**src/rtl/shift_unit_iter.sv**
```systemverilog
// Iterative shift/rotate unit: moves the operand up to STEP positions per clock until the count runs out.
// Optional registered zero flag on the result is built when SHIFT_ZERO_FLAG_EN is defined.
module shift_unit_iter #(
    parameter int WIDTH = 16,
    parameter int CNT_W = 4,
    parameter int STEP  = 1
) (
    input  logic             clk,
    input  logic             rst_n,
    input  logic             in_valid,
    output logic             in_ready,
    input  logic [WIDTH-1:0] in_data,
    input  logic [CNT_W-1:0] in_cnt,
    input  logic [1:0]       in_op,
    output logic             out_valid,
    input  logic             out_ready,
    output logic [WIDTH-1:0] out_data,
    output logic [1:0]       dbg_state
`ifdef SHIFT_ZERO_FLAG_EN
    ,
    output logic             out_zero
`endif
);

    // A transfer happens on a side only when valid and ready are both high at a rising edge;
    // valid may drop before acceptance, and once offered the result is held until out_ready.
    typedef enum logic [1:0] {IDLE = 2'd0, SHIFT = 2'd1, DONE = 2'd2} state_t;
    typedef enum logic [1:0] {OP_ROL = 2'd0, OP_SLL = 2'd1, OP_ROR = 2'd2, OP_SRA = 2'd3} op_t;

    localparam logic [CNT_W:0] STEP_L = (CNT_W+1)'(STEP);

    state_t           state, state_nxt;
    op_t              op;
    logic [WIDTH-1:0] work, shifted;
    logic [CNT_W-1:0] rem, rem_nxt, k;

    always_ff @(posedge clk or negedge rst_n) begin
        if (!rst_n) state <= IDLE;
        else        state <= state_nxt;
    end

    always_comb begin
        state_nxt = state;
        in_ready  = 1'b0;
        out_valid = 1'b0;
        case (state)
            IDLE: begin
                in_ready = 1'b1;
                if (in_valid) state_nxt = (in_cnt != '0) ? SHIFT : DONE;
            end
            SHIFT: begin
                if (rem_nxt == '0) state_nxt = DONE;
            end
            DONE: begin
                out_valid = 1'b1;
                if (out_ready) state_nxt = IDLE;
            end
            default: state_nxt = IDLE;
        endcase
    end

    // The step never exceeds the remaining count, so the last step may be partial.
    always_comb begin
        k       = (({1'b0, rem}) < STEP_L) ? rem : STEP_L[CNT_W-1:0];
        rem_nxt = rem - k;
    end

    always_comb begin
        shifted = work;
        for (int i = 0; i < STEP; i++) begin
            if (i < int'(k)) begin
                case (op)
                    OP_ROL:  shifted = {shifted[WIDTH-2:0], shifted[WIDTH-1]};
                    OP_SLL:  shifted = {shifted[WIDTH-2:0], 1'b0};
                    OP_ROR:  shifted = {shifted[0], shifted[WIDTH-1:1]};
                    default: shifted = {shifted[WIDTH-1], shifted[WIDTH-1:1]};
                endcase
            end
        end
    end

    always_ff @(posedge clk or negedge rst_n) begin
        if (!rst_n) begin
            work <= '0;
            rem  <= '0;
            op   <= OP_ROL;
        end else begin
            case (state)
                IDLE: begin
                    if (in_valid) begin
                        work <= in_data;
                        rem  <= in_cnt;
                        op   <= op_t'(in_op);
                    end
                end
                SHIFT: begin
                    work <= shifted;
                    rem  <= rem_nxt;
                end
                default: ;
            endcase
        end
    end

`ifdef SHIFT_ZERO_FLAG_EN
    // Tracks the working register so it is valid in the same cycle as out_data.
    always_ff @(posedge clk or negedge rst_n) begin
        if (!rst_n) begin
            out_zero <= 1'b0;
        end else begin
            case (state)
                IDLE:    if (in_valid) out_zero <= (in_data == '0);
                SHIFT:   out_zero <= (shifted == '0);
                default: ;
            endcase
        end
    end
`endif

    assign out_data  = work;
    assign dbg_state = state;

endmodule

```
**config.mk**
```make
export PLATFORM = sky130hd
export DESIGN_NAME = shift_unit_iter
export DESIGN_NICKNAME = d
export VERILOG_FILES = /design/src/rtl/shift_unit_iter.sv
export SDC_FILE = /design/constraint.sdc
export NUM_CORES = 1
export LEC_CHECK = 0
export ABC_AREA = 1
export BUFFER_PORTS_ARGS = -buffer_cell sky130_fd_sc_hd__clkbuf_2
export CAP_MARGIN = 25
export CORE_MARGIN = 2
export CORE_UTILIZATION = 40
export DETAILED_ROUTE_END_ITERATION = 7
export PLACE_DENSITY = 0.71
export RECOVER_POWER = 100
export REMOVE_ABC_BUFFERS = 1
export SETUP_SLACK_MARGIN = 0.5
export SKIP_CTS_REPAIR_TIMING = 1
export SKIP_LAST_GASP = 1
export SLEW_MARGIN = 20
export SYNTH_ARGS = -nofsm -noshare
export SYNTH_HDL_FRONTEND = slang
export SYNTH_SLANG_ARGS = --single-unit
export TNS_END_PERCENT = 5
```
**constraint.sdc**
```tcl
create_clock -name clk -period 2.8 [get_ports clk]
set_input_delay 0.56 -clock clk [delete_from_list [all_inputs] [get_ports clk]]
set_output_delay 0.56 -clock clk [all_outputs]
set_load 0.02 [all_outputs]
```
-- After elaboration in Yosys (flattened, before gate mapping)
Cells that the tools add are included.
- bits in registers: 24
- output and inout bits: 20
- add/sub/neg operators: 1
- reduce and logical (&&, ||, !) cells: 10
- equality and inequality tests: 9
- order comparisons: 2
- mux-type cells: 14
- operators with widths (kind ; number):
    16-bit case mux with 3 select lines ; 1
    16-bit two-way mux ; 2
    16-bit case mux with 2 select lines ; 1
    2-bit two-way mux ; 4
    4-bit two-way mux ; 2
    2-bit != test (second input constant) ; 4
    4-bit case mux with 2 select lines ; 1
    2-bit case mux with 3 select lines ; 1
    3-bit AND reduction ; 2
    2-bit by 1-bit == test with 1-bit output (second input constant) ; 2
    2-bit == test (second input constant) ; 2
    2-bit zero test ; 2
    4-bit zero test ; 1
    1-bit by 4-bit < comparator with 1-bit output (first input constant) ; 1
    4-bit by 1-bit < comparator with 1-bit output (second input constant) ; 1
    4-bit by 1-bit != test with 1-bit output (second input constant) ; 1
    2-bit AND reduction ; 2
    4-bit AND reduction ; 1
    4-bit nonzero test ; 1
    4-bit subtractor ; 1
    1-bit two-way mux ; 2
    2-bit nonzero test ; 1

-- Longest topological paths before layout
- depth in word-level cells: 6
- mapped depth: 12
- mapped depth without buffers: 12

-- Worst setup path after synthesis
Ideal clock, no wire load.
- kind: register -> register
- from: register state[0] (netlist: dbg_state[0])
- to: register state[1] (netlist: dbg_state[1])
- period minus slack after synthesis: 1522 ps
- cell stages (with the launch flop): 8
- arrival time: 1405 ps
- setup slack: 1278 ps
- setup time: 117 ps
- cell sequence: dfrtp_1 > nor2_2 > inv_1 > or2_2 > nand2_1 > inv_1 > nand3_1 > nand2_1
- longest elaborated chain between the ends: 3
- ends and longest elaborated chain (element ; RTL line ; text):
    start, declared ; 32 ; state_t state, state_nxt;
    start signal, assigned ; 39 ; else state <= state_nxt;
    2-bit by 1-bit == test with 1-bit output, or another cell as far along ; 46 ; case (state)
    2-bit != test (no source line) ; -- ;
    3-bit AND reduction (no source line) ; -- ;
Parallel ways exist; a longest one is shown, timed or not.
A chain may end at the register's enable or synchronous reset.

-- Worst setup path after layout
- from: register state[0] (netlist: dbg_state[0])
- to: output port in_ready
- longest elaborated chain between the ends: 2
- ends and longest elaborated chain (element ; RTL line ; text):
    2-bit zero test ; 46 ;
    1-bit two-way mux ; 46 ;
    end, declared ; 11 ; output logic in_ready,
No other way between the ends.

==> qor.csv <==
stage;metric;value;unit
status;status;completed;
power_and_ir_drop;Clk pwr share;8.7;%
grt;first-pass GRT wire length;5.43;mm
power_and_ir_drop;switching part of the total;52.8;%
sta;final worst-path cycle share;65.0;%
synthesis;Synth Area in Compound Gates;22.9;%
grt;pin count of the biggest net entering global routing;38;
die;Die Y;62.6;um
power_and_ir_drop;Peak VDD IR;0.407;mV
synthesis;Seq/Total Area, Yosys;43.7;%
die;# IOs;46;
sta;max-slew violations;0;
final_layout;layout cells sized above 1;14.7;%
sta;worst hold slack;0.456;ns
routing;final WL;3.10;mm
sta;# setup viols final;0;
final_layout;Final Util;48.2;%
sta;Max Freq;550;MHz
die;Initial Utilization;41.5;%
final_layout;Antenna Cells;0;
power_and_ir_drop;NetSw;1.12;mW
routing;vias after detailed routing;1320;
synthesis;Syn Area/Cell;7.47;sq um
critical_path;Worst Setup Start Kind;flip-flop;
synthesis;post-synthesis xor/xnor area fraction;0;%
routing;WL/cell;11.5;um
routing;vias per cell;4.89;
power_and_ir_drop;Power per Cell Area;1330;nW/um^2
sta;Slew @ Worst Pin;1.29;ns
critical_path;Buffers & Inverters on Critical Path;1;
worst_hold_path;worst min path class;input pin to flip-flop;
flow_run;max-cap viol count;0;
routing;antenna viol nets, final;0;
grt;global route overflow;0;
cts;total CTS buffers;3;
synthesis;Mapped Area;1370;sq um
cts;Max Buffers Root-to-Sink;2;
grt;antenna violations before repair;0;
routing;initial DRC count;45;
power_and_ir_drop;cell internal pwr;1.00;mW
cts;Worst-path clk slew;0.13;ns
routing;# DRC;0;
sta;Setup TNS;0;ns
critical_path;Crit path max-delay family;flip-flops;
power_and_ir_drop;leakage;0.774;nW
critical_path;CP max FO;4;
die;row count;21;
sta;Tmin final;1.82;ns
synthesis;synth warn;0;
critical_path;CP Capture Type;output port;
critical_path;crit path kind;flip-flop to output port;
cts;Root Driver;clkbuf_4;
cts;Sink Count;24;
grt;number of global-route vias before repair;1232;
critical_path;Required @ worst endpoint;2.24;ns
power_and_ir_drop;Pwr Total;2.12;mW
power_and_ir_drop;Gate power share;57.6;%
synthesis;Yosys cell types;19;
sta;Fin. Hold Viols;0;
final_layout;Final nets;252;
power_and_ir_drop;power share of the sequential group;33.7;%
sta;Final Skew;0.00543;ns
critical_path;worst-path cell chain;nor2_1, clkbuf_1;
synthesis;Yosys reg bits;24;
die;DIE WIDTH;62.6;um
die;die area;3920;sq um
cts;Skew-Pair Late Insertion Delay;0.31;ns
placed_design;DP Area;1600;sq um
synthesis;Synth Area in Simple Gates;23.0;%
cts;TritonCTS clock tree;yes;
routing;DR pass1 iterations;4;
placed_design;Final HPWL DP;2.23;mm
critical_path;critical path arrival;1.26;ns
placed_design;IO Port Bufs;45;
synthesis;multiplexer share of the synthesized area;0;%
die;core area;3310;sq um
sta;RSZ-0062 raised after global routing;false;
synthesis;Post-Synthesis Cells;184;
grt;Tot GR Track Use;16.9;%
synthesis;largest family of logic cells by synthesized area;simple AND/OR/NAND/NOR gates;
final_layout;area growth from synthesis to layout;16.2;%
critical_path;CP max stage cell;dfrtp_1;
cts;H-Tree Depth;1;
sta;Slew Limit Headroom;13.8;%
critical_path;slowest stage delay, CP;0.45;ns
placed_design;placer congestion estimate;0.819;
synthesis;adder-cell share of the synthesized area;0.911;%
final_layout;post-route cell area;1600;sq um
[final cells by class]
type | count | area (sq um)
Timing Repair Buffer | 45 | 199
Fill cell | 366 | 1710
Clock buffer | 4 | 36.3
Sequential cell | 24 | 601
Multi-Input combinational cell | 132 | 632
Tap cell | 46 | 57.6
Inverter | 19 | 71.3
[cell usage in the layout, fill, tap and decap left out, types with 2 or more instances in the layout]
cell type,n
clkbuf_2,24
nand2_4,2
nand2_1,38
inv_2,2
o21ai_0,21
clkbuf_1,21
nand3_1,5
inv_1,17
nor2_1,29
dfrtp_1,24
clkbuf_4,3
a31oi_1,16
a21oi_1,14
o221ai_1,2
o211ai_1,2
[metrics by stage]
stage               instances  setup slack (ns)
detailed placement        266              1.13
CTS                       270              1.00
finish                    270             0.981
floorplan                 175              1.25
global placement          266              1.20
global route              270             0.910
[metal layers]
| layer | vias up | wire length (um) | track usage, % |
|---|---|---|---|
| met2 | 29 | 1520 | 29.2 |
| li1 | 693 | - | - |
| met5 | - | 0 | 0 |
| met1 | 596 | 1460 | 21.9 |
| met4 | 0 | 21 | 6.11 |
| met3 | 2 | 100 | 1.80 |
[cells in the mapped netlist (all sizes together)]
cell type   n  area, sq um
o211ai      2         15.0
o221ai      2         17.5
buf         6         48.8
dfrtp      24          601
or2         1         6.26
nand2      40          173
clkbuf      3         11.3
ha          1         12.5
o21ai      21          105
nor2       29          111
nand3       5         25.0
o22ai       1         6.26
a21oi      14         70.1
a31oi      16          100
inv        19         71.3
[cell families (layout without fill, tap and decap cells)]
family	Yosys count	count (layout)
DFF	24	24
buffers and inverters	28	68
adders and majority gates	1	1
and+or+nand+nor	75	75
AOI/OAI and AO/OA	56	56
[flip-flops by register name (all words and copies together) (netlist names)]
register	flops
out_data	16
dbg_state	2
rem	4
op	2
[power by group through the flow]
| stage | registers [mW] | clock network, mW | logic [mW] |
|---|---|---|---|
| detailed placement | 0.731 | 0 | 1.27 |
| CTS | 0.722 | 0.190 | 1.27 |
| finish | 0.716 | 0.185 | 1.22 |
| global placement | 0.729 | 0 | 1.25 |
| global route | 0.753 | 0.205 | 1.38 |
| floorplan | 0.846 | 0 | 0.781 |
[worst reg2reg max path: cells and delay by family, from the launching register on]
family           cells  cell delay (ns)
AND/OR/NAND/NOR      4             1.00
flip-flops           1             0.45
AO/OA/AOI/OAI        1             0.18
[worst paths after layout]
check,start,endpoint,slack [ns],cells after the start
worst min-delay path,in_op[0],op[0],0.46,3
max in group asynchronous,rst_n,op[1],1.55,1
min in group asynchronous,rst_n,dbg_state[0],0.50,1
worst max-delay path,dbg_state[0],in_ready,0.98,2
worst min register to register,op[0],op[0],0.56,2
worst max register to register,dbg_state[0],out_data[15],1.10,5
Power figures use the tool's default switching activity.
